File: config.mk
export PLATFORM = sky130hd
export DESIGN_NAME = instr_reg_ctrl_flat
export DESIGN_NICKNAME = d
export VERILOG_FILES = /design/src/rtl/instr_register_pkg.sv /design/src/rtl/instr_register_inf.sv /design/src/rtl/rr_arbiter.sv /design/src/rtl/instr_reg_ctrl.sv /design/src/flat_wrapper.sv
export SDC_FILE = /design/constraint.sdc
export NUM_CORES = 1
export LEC_CHECK = 0
export ABC_AREA = 1
export CORE_AREA = 8 8 135 137
export CTS_CLUSTER_SIZE = 24
export DETAILED_ROUTE_END_ITERATION = 10
export DIE_AREA = 0 0 143 145
export GPL_TIMING_DRIVEN = 0
export SLEW_MARGIN = 5
export SYNTH_ARGS = -nofsm -noshare
export SYNTH_HDL_FRONTEND = slang
export SYNTH_SLANG_ARGS = --single-unit
File: constraint.sdc
create_clock -name clk -period 1.68 [get_ports clk]
set_input_delay 0.252 -clock clk [delete_from_list [all_inputs] [get_ports clk]]
set_output_delay 0.252 -clock clk [all_outputs]
set_load 0.02 [all_outputs]
File: src/rtl/instr_register_pkg.sv
// Shared types for the instruction register and its controller: payload format,
// slot count and the controller's sequencing states.
package instr_register_pkg;

    localparam int DEPTH = 8;
    localparam int IDX_W = $clog2(DEPTH);
    localparam int CNT_W = IDX_W + 1;

    typedef enum logic [3:0] {
        ZERO,
        PASSA,
        PASSB,
        ADD,
        SUB,
        MULT,
        DIV,
        MOD
    } opcode_t;

    typedef logic signed [31:0] operand_t;

    typedef struct packed {
        opcode_t  opc;
        operand_t op_a;
        operand_t op_b;
    } instruction_t;

    typedef enum logic [1:0] {
        RUN,
        DRAIN,
        HALTED
    } ctrl_state_e;

    // DEPTH is a power of two, so the natural overflow is the slot wrap.
    function automatic logic [IDX_W-1:0] idx_inc(input logic [IDX_W-1:0] idx);
        return idx + 1'b1;
    endfunction

endpackage

File: src/rtl/instr_register_inf.sv
// Connection between the instruction register storage and its controller.
// master = controller side, slave = storage side.
interface instr_register_inf;
    import instr_register_pkg::*;

    logic             load_en;
    logic [IDX_W-1:0] write_index;
    logic [IDX_W-1:0] read_index;
    opcode_t          opcode;
    operand_t         operand_a;
    operand_t         operand_b;
    instruction_t     instruction;

    modport master (
        output load_en,
        output write_index,
        output read_index,
        output opcode,
        output operand_a,
        output operand_b,
        input  instruction
    );

    modport slave (
        input  load_en,
        input  write_index,
        input  read_index,
        input  opcode,
        input  operand_a,
        input  operand_b,
        output instruction
    );

endinterface

File: src/rtl/rr_arbiter.sv
// Round-robin arbiter: grants the first asserted request at or after rr_ptr,
// wrapping modulo N_REQ. Purely combinational; the pointer lives in the caller.
module rr_arbiter #(
    parameter int N_REQ = 2,
    parameter int PTR_W = (N_REQ > 1) ? $clog2(N_REQ) : 1
) (
    input  logic             en,
    input  logic [N_REQ-1:0] req,
    input  logic [PTR_W-1:0] rr_ptr,
    output logic [N_REQ-1:0] gnt,
    output logic [PTR_W-1:0] winner
);

    always_comb begin
        logic             found;
        logic [PTR_W:0]   sum;
        logic [PTR_W-1:0] idx;
        gnt    = '0;
        winner = '0;
        found  = 1'b0;
        sum    = '0;
        idx    = '0;
        for (int k = 0; k < N_REQ; k++) begin
            sum = {1'b0, rr_ptr} + (PTR_W+1)'(k);
            if (sum >= (PTR_W+1)'(N_REQ)) begin
                sum = sum - (PTR_W+1)'(N_REQ);
            end
            idx = sum[PTR_W-1:0];
            if (en && !found && req[idx]) begin
                gnt[idx] = 1'b1;
                winner   = idx;
                found    = 1'b1;
            end
        end
    end

endmodule

File: src/rtl/instr_reg_ctrl.sv
// Instruction register controller: round-robin write-port sharing among N_REQ
// sources and in-order issue of the oldest slot over valid/ready.
//
//   state  | meaning
//   -------+-------------------------------------------------------------
//   RUN    | accepting requests and issuing queued slots
//   DRAIN  | halt requested: no new grants, queued slots still issue
//   HALTED | queue empty while halt held; waits for halt to drop
module instr_reg_ctrl
    import instr_register_pkg::*;
#(
    parameter int N_REQ = 2
) (
    input  logic                     clk,
    input  logic                     reset_en,
    input  logic [N_REQ-1:0]         req,
    input  instruction_t [N_REQ-1:0] req_instr,
    output logic [N_REQ-1:0]         gnt,
    input  logic                     halt,
    input  logic                     flush,
    output logic                     issue_valid,
    input  logic                     issue_ready,
    output instruction_t             issue_instr,
    output logic                     halted,
    output logic [CNT_W-1:0]         count,
    instr_register_inf.master        io
);

    localparam int RR_W = (N_REQ > 1) ? $clog2(N_REQ) : 1;
    localparam logic [CNT_W-1:0] FULL = CNT_W'(DEPTH);

    ctrl_state_e      state_q,  state_d;
    logic [IDX_W-1:0] wr_ptr_q, wr_ptr_d;
    logic [IDX_W-1:0] rd_ptr_q, rd_ptr_d;
    logic [CNT_W-1:0] count_q,  count_d;
    logic [RR_W-1:0]  rr_ptr_q, rr_ptr_d;
    logic [RR_W-1:0]  winner;
    logic             grant_en;
    logic             wr_fire;
    logic             pop;

    // reset_en gates the grant directly so a reset mid-burst drops gnt at once.
    assign grant_en = reset_en && (state_q == RUN) && !flush && (count_q != FULL);

    rr_arbiter #(
        .N_REQ (N_REQ),
        .PTR_W (RR_W)
    ) u_arb (
        .en     (grant_en),
        .req    (req),
        .rr_ptr (rr_ptr_q),
        .gnt    (gnt),
        .winner (winner)
    );

    assign wr_fire     = |gnt;
    assign issue_valid = (count_q != '0) && !flush;
    assign pop         = issue_valid && issue_ready;

    assign io.load_en     = wr_fire;
    assign io.write_index = wr_ptr_q;
    assign io.opcode      = req_instr[winner].opc;
    assign io.operand_a   = req_instr[winner].op_a;
    assign io.operand_b   = req_instr[winner].op_b;
    assign io.read_index  = rd_ptr_q;

    assign issue_instr = io.instruction;
    assign halted      = (state_q == HALTED);
    assign count       = count_q;

    always_comb begin
        wr_ptr_d = wr_ptr_q;
        rd_ptr_d = rd_ptr_q;
        count_d  = count_q;
        rr_ptr_d = rr_ptr_q;
        if (flush) begin
            wr_ptr_d = '0;
            rd_ptr_d = '0;
            count_d  = '0;
        end else begin
            if (wr_fire) begin
                wr_ptr_d = idx_inc(wr_ptr_q);
                rr_ptr_d = (winner == RR_W'(N_REQ-1)) ? '0 : winner + 1'b1;
            end
            if (pop) begin
                rd_ptr_d = idx_inc(rd_ptr_q);
            end
            if (wr_fire && !pop) begin
                count_d = count_q + 1'b1;
            end else if (pop && !wr_fire) begin
                count_d = count_q - 1'b1;
            end
        end
    end

    // Using count_d lets a final pop (or a flush) complete the drain in one step.
    always_comb begin
        state_d = state_q;
        case (state_q)
            RUN: begin
                if (halt) state_d = DRAIN;
            end
            DRAIN: begin
                if (!halt) begin
                    state_d = RUN;
                end else if (count_d == '0) begin
                    state_d = HALTED;
                end
            end
            HALTED: begin
                if (!halt) state_d = RUN;
            end
            default: state_d = RUN;
        endcase
    end

    always_ff @(posedge clk or negedge reset_en) begin
        if (!reset_en) begin
            state_q  <= RUN;
            wr_ptr_q <= '0;
            rd_ptr_q <= '0;
            count_q  <= '0;
            rr_ptr_q <= '0;
        end else begin
            state_q  <= state_d;
            wr_ptr_q <= wr_ptr_d;
            rd_ptr_q <= rd_ptr_d;
            count_q  <= count_d;
            rr_ptr_q <= rr_ptr_d;
        end
    end

    a_gnt_onehot: assert property (@(posedge clk) disable iff (!reset_en) $onehot0(gnt));
    a_count_max:  assert property (@(posedge clk) disable iff (!reset_en) count_q <= FULL);

endmodule

File: src/flat_wrapper.sv
// flat-port wrapper written by rule: the top's interface ports become plain ports
module instr_reg_ctrl_flat import instr_register_pkg::*;
#(
    parameter int N_REQ = 2
)
  (clk, reset_en, req, req_instr, gnt, halt, flush, issue_valid, issue_ready, issue_instr, halted, count, io_load_en, io_write_index, io_read_index, io_opcode, io_operand_a, io_operand_b, io_instruction);
  instr_register_inf io_i ();
  input  logic clk;
  input  logic reset_en;
  input  logic [N_REQ-1:0] req;
  input  instruction_t [N_REQ-1:0] req_instr;
  output logic [N_REQ-1:0] gnt;
  input  logic halt;
  input  logic flush;
  output logic issue_valid;
  input  logic issue_ready;
  output instruction_t issue_instr;
  output logic halted;
  output logic [CNT_W-1:0] count;
  output wire logic [$bits(io_i.load_en)-1:0] io_load_en;
  output wire logic [$bits(io_i.write_index)-1:0] io_write_index;
  output wire logic [$bits(io_i.read_index)-1:0] io_read_index;
  output wire logic [$bits(io_i.opcode)-1:0] io_opcode;
  output wire logic [$bits(io_i.operand_a)-1:0] io_operand_a;
  output wire logic [$bits(io_i.operand_b)-1:0] io_operand_b;
  input wire logic [$bits(io_i.instruction)-1:0] io_instruction;
  assign io_load_en = io_i.load_en;
  assign io_write_index = io_i.write_index;
  assign io_read_index = io_i.read_index;
  assign io_opcode = io_i.opcode;
  assign io_operand_a = io_i.operand_a;
  assign io_operand_b = io_i.operand_b;
  assign io_i.instruction = io_instruction;
  instr_reg_ctrl #(.N_REQ(N_REQ)) u_core (.clk(clk), .reset_en(reset_en), .req(req), .req_instr(req_instr), .gnt(gnt), .halt(halt), .flush(flush), .issue_valid(issue_valid), .issue_ready(issue_ready), .issue_instr(issue_instr), .halted(halted), .count(count), .io(io_i));
endmodule
==> results.txt, run 1 <==
----------------------------------------------------
[Global routing]
  Vias in the first global route ... 3601
  Initial antenna violation count ... 1
  Congestion Overflow GR ... 0
  Wire length of the first global-routing pass ... 22200 um
  Aggregate global-route resource usage ... 13.8%
  Largest net degree at the start of global routing ... 14

[Timing]
  Setup skew after layout ... 2.78 ps
  Final WS setup ... -315 ps
  Minimum clock period after layout ... 2000 ps
  Worst hold-check slack ... 462 ps
  Final Hold Vio Count ... 0
  Final critical-path share of the clock period ... 119%
  Final Max Slew Viols ... 0
  Setup repair after global routing missed its margin ... true
  Worst slew margin relative to its limit ... 57.5%
  Pin slew with the least headroom to its limit ... 636 ps
  Final setup violating endpoints ... 75
  Highest Clock Rate ... 501 MHz

[Drt]
  Routed wire length on met3 ... 1350 um
  Metal2 WL ... 8350 um
  Total routed wire length on the met1 layer ... 5930 um
  Detailed Route WL ... 15700 um
  Count of vias placed by the detailed router ... 3550
  Number of nets with antenna violations after routing ... 0
  Drt wl/cell ... 16.6 um
  First drt pass iteration count ... 4
  Vias per std cell ... 3.74
  Top layer in use ... met4
  # DRC ... 0
  Violation count after the first detailed-route iteration ... 69

[Power and ir drop]
  Proportion of total power due to net switching ... 43.9%
  Cell leakage power ... 3.22 nW
  Comb pwr share ... 79.3%
  Switching power ... 0.00204 W
  Clock network fraction of design power ... 9.8%
  Portion of total power attributed to sequential cells ... 10.9%
  Internal Pwr Total ... 0.00260 W
  Power density normalized to cell area ... 717 nW/um^2
  Max VDD drop ... 532 uV
  Overall Power ... 0.00464 W

[Die]
  Chip width ... 143 um
  Floorplan die height ... 145 um
  Area of the core region ... 16200 sq um
  Count of boundary I/O pins ... 362
  Initial Utilization ... 13.7%
  Die Outline Area ... 20700 sq um
  Number of rows created at floorplan ... 47

[Logic synthesis]
  Dominant cells by area after synthesis ... sky130_fd_sc_hd__nand2_1 39%, sky130_fd_sc_hd__buf_4 23%, sky130_fd_sc_hd__dfrtp_1 15%, sky130_fd_sc_hd__inv_1 2.9%, sky130_fd_sc_hd__nand3_1 2.7%
  Synthesized cell area ... 2220 sq um
  Count of yosys warnings during synthesis ... 0
  Yosys cell types ... 28
  Most common library cells after synthesis ... 229 x sky130_fd_sc_hd__nand2_1, 68 x sky130_fd_sc_hd__buf_4, 17 x sky130_fd_sc_hd__inv_1
  Dominant cell by count in the synthesized netlist ... sky130_fd_sc_hd__nand2_1
  Number of flops mapped to enable cells by yosys ... 0
  Number of synthesized register bits ... 13
  Post-synthesis async set-or-reset flop share ... 100%
  Post-synth top area share ... 38.7%
  Post-Synthesis Net Count ... 615
  Part of the Yosys area used for sequential elements ... 14.6%
  Library cell occupying the most area in the post-synthesis netlist ... sky130_fd_sc_hd__nand2_1
  Top FF cell, synth ... sky130_fd_sc_hd__dfrtp_1
  Post-synthesis average cell area ... 5.55 sq um
  Number of instances in the synthesized netlist ... 400

[Outcome]
  Outcome ... finished with violations
  Violations in the final reports ... setup timing

[Final layout]
  Area of combinational cells with multiple inputs ... 1600 sq um
  Layout fillers ... 1661
  Layout overhead on the synthesized area ... 191%
  Seq. cell area ... 329 sq um
  Number of nets in the layout ... 945
  Utilization of the core after routing ... 40.0%
  Fraction of final layout cells with drive strength greater than 1 ... 42.0%
  Number of standard cells in the final layout excluding fillers ... 950

[Clock network]
  CTS tree ... done
  Maximum root-to-sink buffer count ... 2
  Clock network latency to the later pin of the worst-skew pair ... 240 ps
  CTS clock-pin slew for the worst setup and hold paths ... 40 ps
  Buffer type at the clock tree root ... sky130_fd_sc_hd__clkbuf_16
  Max H-tree Level ... 1
  Number of sinks on the clock net ... 13
  Clock buffer count from CTS ... 3

[Worst hold path]
  Min-delay worst type ... in -> reg
  Hold Path Depth ... 2
  Worst Hold End ... u_core.io.write_index[2]
  Hold wc startpoint ... flush

[Critical path]
  Critical Path End Type ... output pin
  Startpoint type of the worst setup path ... flop
  Start of the worst register-to-register path ... u_core.count[1]
  Crit Path Max Fanout ... 6
  Worst Reg-to-Reg Cells ... 13
  R2r endpoint ... u_core.state_q[0]
  Type of the setup path with the least slack ... reg -> out
  Data arrival time at the worst-slack endpoint ... 1740 ps
  Reg-to-reg slack, setup ... -140 ps
  CP Data Required Time ... 1430 ps

[Job]
  Max-Cap Viols ... 0

[Place]
  Global placer's final weighted congestion ... 0.797
  HPWL Detailed ... 13000 um
  Placed instance count ... 913
  Number of input and output port buffers inserted ... 293

----------------------------------------------------
-- cells by family (layout without fill, tap and decap cells) --
logic type                 count (synthesis)  count (layout)  share of synthesized area (%)
xor gates and xnor gates                   4               4                           1.58
buffers and inverters                    104             433                           29.7
adders and majority gates                  4               4                           2.25
other                                      0               1                              0
DFF                                       13              13                           14.6
and+or+nand+nor                          264             264                           49.0
AOI/OAI and AO/OA                         11              11                           2.87
-- placed cells by master, fill, tap and decap left out, types with 2 or more instances in the layout --
cell type / count
sky130_fd_sc_hd__inv_1: 12
sky130_fd_sc_hd__xnor2_1: 2
sky130_fd_sc_hd__buf_8: 3
sky130_fd_sc_hd__nor2_1: 8
sky130_fd_sc_hd__clkbuf_16: 7
sky130_fd_sc_hd__a21oi_1: 4
sky130_fd_sc_hd__dlygate4sd2_1: 5
sky130_fd_sc_hd__o21ai_1: 2
sky130_fd_sc_hd__nand2_2: 73
sky130_fd_sc_hd__nand2_4: 15
sky130_fd_sc_hd__dfrtp_2: 3
sky130_fd_sc_hd__buf_16: 2
sky130_fd_sc_hd__dfrtp_1: 10
sky130_fd_sc_hd__buf_12: 5
sky130_fd_sc_hd__nand3_4: 4
sky130_fd_sc_hd__xor2_1: 2
sky130_fd_sc_hd__buf_4: 93
sky130_fd_sc_hd__buf_6: 73
sky130_fd_sc_hd__clkdlybuf4s50_1: 215
sky130_fd_sc_hd__inv_2: 8
sky130_fd_sc_hd__buf_2: 2
sky130_fd_sc_hd__nand3_1: 7
sky130_fd_sc_hd__nand3_2: 6
sky130_fd_sc_hd__nor2_4: 3
sky130_fd_sc_hd__ha_1: 3
sky130_fd_sc_hd__clkbuf_8: 3
sky130_fd_sc_hd__nand2_1: 144
-- worst max-delay path by stage --
stage | start | to | slack, ps | cells past startpoint
CTS | u_core.count[0] | io_operand_b[28] | -320 | 10
floorplan | u_core.count[1] | u_core.state_q[0] | -9 | 11
finish | u_core.count[1] | io_operand_b[18] | -320 | 10
detailed placement | reset_en | io_operand_a[14] | -1810 | 9
global route | u_core.count[0] | io_operand_a[14] | -400 | 10
global placement | reset_en | io_operand_a[14] | -1820 | 9
-- worst max-delay path: stages (launching register included) --
cell and delay (ps):
sky130_fd_sc_hd__dfrtp_2 400, sky130_fd_sc_hd__inv_2 80, sky130_fd_sc_hd__ha_4 150, sky130_fd_sc_hd__nand3_4 80
sky130_fd_sc_hd__nand3_4 140, sky130_fd_sc_hd__buf_12 170, sky130_fd_sc_hd__inv_16 60, sky130_fd_sc_hd__clkbuf_16 170
sky130_fd_sc_hd__nand2_2 60, sky130_fd_sc_hd__nand2_2 50, sky130_fd_sc_hd__buf_6 130
-- metal layers --
| layer | up-vias | global-route usage (%) |
|---|---|---|
| li1 | 1800 | - |
| met1 | 1569 | 15.6 |
| met2 | 174 | 26.4 |
| met3 | 7 | 3.15 |
| met4 | 0 | 1.12 |
| met5 | - | 0 |
-- power groups by stage --
stage / Clock, W / Combinational [W] / Sequential [W]
3_3_place_gp: 0 / 0.00291 / 0.000522
4_1_cts: 0.000462 / 0.00340 / 0.000504
6_report: 0.000453 / 0.00368 / 0.000507
3_5_place_dp: 0 / 0.00292 / 0.000521
2_1_floorplan: 0 / 0.00145 / 0.000577
5_1_grt: 0.000477 / 0.00394 / 0.000522
-- sequential cells by signal, summed over array words and instances (netlist names) --
| signal | count |
|---|---|
| u_core.count | 4 |
| u_core.io.read_index | 3 |
| u_core.io.write_index | 3 |
| u_core.state_q | 2 |
| u_core.rr_ptr_q | 1 |
-- timing repair --
action,CTS,global route
resized for setup,502,85
setup endpoints to repair,83,79
gates cloned,5,0
pin swaps,17,12
setup buffers,16,12
endpoints found under the hold margin,13,0
hold buffers,1,0
-- per-stage QoR --
| stage | cell area (sq um) | setup TNS [ps] | worst slack (ps) |
|---|---|---|---|
| finish | 6470 | -20430 | -315 |
| global route | 6470 | -27450 | -400 |
| CTS | 6120 | -21270 | -322 |
| detailed placement | 5510 | -119780 | -1810 |
| global placement | 5510 | -119350 | -1820 |
| floorplan | 2310 | -9.01 | -9.01 |
-- area by class of cell --
cell class	count	share of cell area [%]
Timing Repair Buffer	324	51.2
Buffer	82	11.8
Inverter	22	1.57
Clock buffer	4	1.22
Sequential cell	13	5.08
Tap cell	220	4.25
Timing Repair inverter	1	0.174
Multi-Input combinational cell	283	24.7
Antenna cell	1	0.0387
Power figures use the tool's default switching activity.
==> inputs of run 2 (changes only) <==
--- a/config.mk
+++ b/config.mk
@@ -12,4 +12,5 @@
 export DIE_AREA = 0 0 143 145
 export GPL_TIMING_DRIVEN = 0
+export PLACE_DENSITY = 0.65
 export SLEW_MARGIN = 5
 export SYNTH_ARGS = -nofsm -noshare
==> constraint.sdc (replaced) <==
create_clock -name clk -period 1.68 [get_ports clk]
set_input_delay 0.168 -clock clk [delete_from_list [all_inputs] [get_ports clk]]
set_output_delay 0.168 -clock clk [all_outputs]
set_load 0.02 [all_outputs]
==> run 2 against run 1 <==
- clock skew fell by 1.8 ps
- die area did not move
- sequential share of layout area fell by 0.21 points
- the run still ends with setup timing left
- non-clock buffer count is 6 higher
- highest routed layer is now met5
- via count increased by 2.0%
- sequential power rose by 2%
- sequential cell count unchanged
- clock-buffer cell count is the same
- combinational power rose by 3%
- register-to-register slack got worse by 100 ps
- setup slack gained 43 ps
==> results.txt, run 2 (synthesis gave the netlist of run 1 again) <==
----------------------------------------------------
[Final layout]
  Layout overhead on the synthesized area ... 204%
  Number of nets in the layout ... 950
  Max reg flops ... 4
  Ant. Diodes ... 0
  Most used cells in the layout excluding fill and tap cells ... 217 x sky130_fd_sc_hd__clkdlybuf4s50_1, 118 x sky130_fd_sc_hd__nand2_1, 100 x sky130_fd_sc_hd__buf_4
  Utilization of the core after routing ... 41.7%
  Final design area excluding fillers ... 6750 sq um
  Leading cell type in the layout, fill and taps excluded ... sky130_fd_sc_hd__clkdlybuf4s50_1
  Fraction of final layout cells with drive strength greater than 1 ... 46.0%

[Place]
  Area post-placement ... 5530 sq um
  Global placer's final weighted congestion ... 0.822
  HPWL Detailed ... 12800 um
  Number of input and output port buffers inserted ... 293
  Setup Slack @ Placement ... -1530 ps

[Clock network]
  Maximum root-to-sink buffer count ... 2
  Buffer type at the clock tree root ... sky130_fd_sc_hd__clkbuf_16
  Clock buffer count from CTS ... 3
  Number of sinks on the clock net ... 13
  Clock network latency to the later pin of the worst-skew pair ... 240 ps
  CTS tree ... done
  Max H-tree Level ... 1
  CTS clock-pin slew for the worst setup and hold paths ... 40 ps

[Power and ir drop]
  Power density normalized to cell area ... 704 nW/um^2
  Max VDD drop ... 477 uV
  Overall Power ... 0.00475 W
  Cell leakage power ... 3.31 nW

[Drt]
  First drt pass iteration count ... 4
  Number of nets with antenna violations after routing ... 0
  Vias per std cell ... 3.80
  # DRC ... 0
  Detailed Route WL ... 15800 um
  Count of vias placed by the detailed router ... 3622
  Total routed wire length on the met1 layer ... 5570 um
  Top layer in use ... met5
  Drt wl/cell ... 16.6 um
  Violation count after the first detailed-route iteration ... 122
  Metal2 WL ... 8360 um
  Routed wire length on met3 ... 1690 um

[Die]
  Chip width ... 143 um
  Area of the core region ... 16200 sq um
  Number of rows created at floorplan ... 47
  Initial Utilization ... 13.7%
  Die Outline Area ... 20700 sq um
  Floorplan die height ... 145 um
  Count of boundary I/O pins ... 362

[Critical path]
  Data arrival time at the worst-slack endpoint ... 1780 ps
  Startpoint type of the worst setup path ... flop
  Critical Path End Type ... output pin
  Reg-to-reg slack, setup ... -240 ps
  R2r endpoint ... u_core.state_q[1]
  CP Launch Point ... u_core.count[1]
  Crit Path Max Fanout ... 7
  Last element of the critical path ... io_operand_b[16]
  CP Data Required Time ... 1510 ps
  Type of the setup path with the least slack ... reg -> out
  Start of the worst register-to-register path ... u_core.count[1]
  Worst Reg-to-Reg Cells ... 15

[Worst hold path]
  Hold wc startpoint ... flush
  Min-delay worst type ... in -> reg
  Hold Path Depth ... 2

[Outcome]
  Outcome ... finished with violations
  Violations in the final reports ... setup timing

[Global routing]
  Vias in the first global route ... 3663
  Largest net degree at the start of global routing ... 14
  Congestion Overflow GR ... 0
  Aggregate global-route resource usage ... 13.2%
  Wire length of the first global-routing pass ... 21600 um
  Initial antenna violation count ... 1

[Timing]
  Final Max Slew Viols ... 0
  Final Hold Vio Count ... 0
  Highest Clock Rate ... 512 MHz
  Setup repair after global routing missed its margin ... true
  Setup skew after layout ... 0.955 ps
  Final setup violating endpoints ... 75
  Worst slew margin relative to its limit ... 58.6%
  Final WS setup ... -272 ps
  Pin slew with the least headroom to its limit ... 620 ps
  Minimum clock period after layout ... 1950 ps
  Final critical-path share of the clock period ... 116%

[Job]
  Max-Cap Viols ... 0

----------------------------------------------------
-- run 2: cell types whose count changed in the layout (fill, tap and decap cells not counted), moves of 3 or more --
cell | before | now
sky130_fd_sc_hd__dlygate4sd2_1 | 5 | 2
sky130_fd_sc_hd__nand2_4 | 15 | 40
sky130_fd_sc_hd__nand2_1 | 144 | 118
sky130_fd_sc_hd__nand3_2 | 6 | 3
sky130_fd_sc_hd__buf_4 | 93 | 100
sky130_fd_sc_hd__nand3_1 | 7 | 10
sky130_fd_sc_hd__buf_6 | 73 | 66
sky130_fd_sc_hd__buf_12 | 5 | 9
-- run 2: area by class of cell --
| cell class | count | area [sq um] |
|---|---|---|
| Buffer | 80 | 698 |
| Clock buffer | 4 | 78.8 |
| Fill cell | 1624 | 9420 |
| Inverter | 22 | 95.1 |
| Multi-Input combinational cell | 283 | 1820 |
| Sequential cell | 13 | 329 |
| Tap cell | 220 | 275 |
| Timing Repair Buffer | 332 | 3460 |
-- run 2: how the worst min path moves through the flow --
stage	endpoint	slack, ps
3_5_place_dp	u_core.io.read_index[2]	470
2_1_floorplan	u_core.count[0]	-130
6_report	u_core.io.write_index[2]	390
5_1_grt	u_core.io.write_index[2]	410
3_3_place_gp	u_core.io.read_index[2]	460
4_1_cts	u_core.io.write_index[2]	400
-- run 2: layer usage --
layer	track usage, %	vias to the layer above
met5	0	-
met2	24.9	215
met3	4.53	16
met1	14.1	1580
met4	1.75	2
li1	-	1809
-- run 2: metrics by stage --
step           hold slack [ps]  cells  TNS (ps)
2_1_floorplan             -128    400         0
4_1_cts                    398    940    -16660
5_1_grt                    414    954    -21690
6_report                   393    954    -15770
3_3_place_gp               462    913   -104770
3_5_place_dp               474    913   -105860
-- run 2: repair_timing --
action,4_1_cts,5_1_grt
endpoints found under the hold margin,13,0
buffers inserted,20,13
gates cloned,2,5
pin swaps,20,31
hold buffers,1,0
gates resized for setup,462,173
endpoints found under the setup margin,82,80
-- run 2: power by group --
group	switching, W	total (W)	internal, W
clock network	0.000126	0.000446	0.000320
registers	0.000105	0.000518	0.000413
logic	0.00185	0.00379	0.00194
-- run 2: critical path, cell delays in order (launching register included) --
cell                        delay [ps]
sky130_fd_sc_hd__dfrtp_2           410
sky130_fd_sc_hd__inv_2              90
sky130_fd_sc_hd__ha_4              150
sky130_fd_sc_hd__nand3_4            90
sky130_fd_sc_hd__nand3_4           150
sky130_fd_sc_hd__buf_12            140
sky130_fd_sc_hd__buf_12            130
sky130_fd_sc_hd__clkbuf_16         150
sky130_fd_sc_hd__nand2_2            50
sky130_fd_sc_hd__nand2_2            60
sky130_fd_sc_hd__buf_6             110
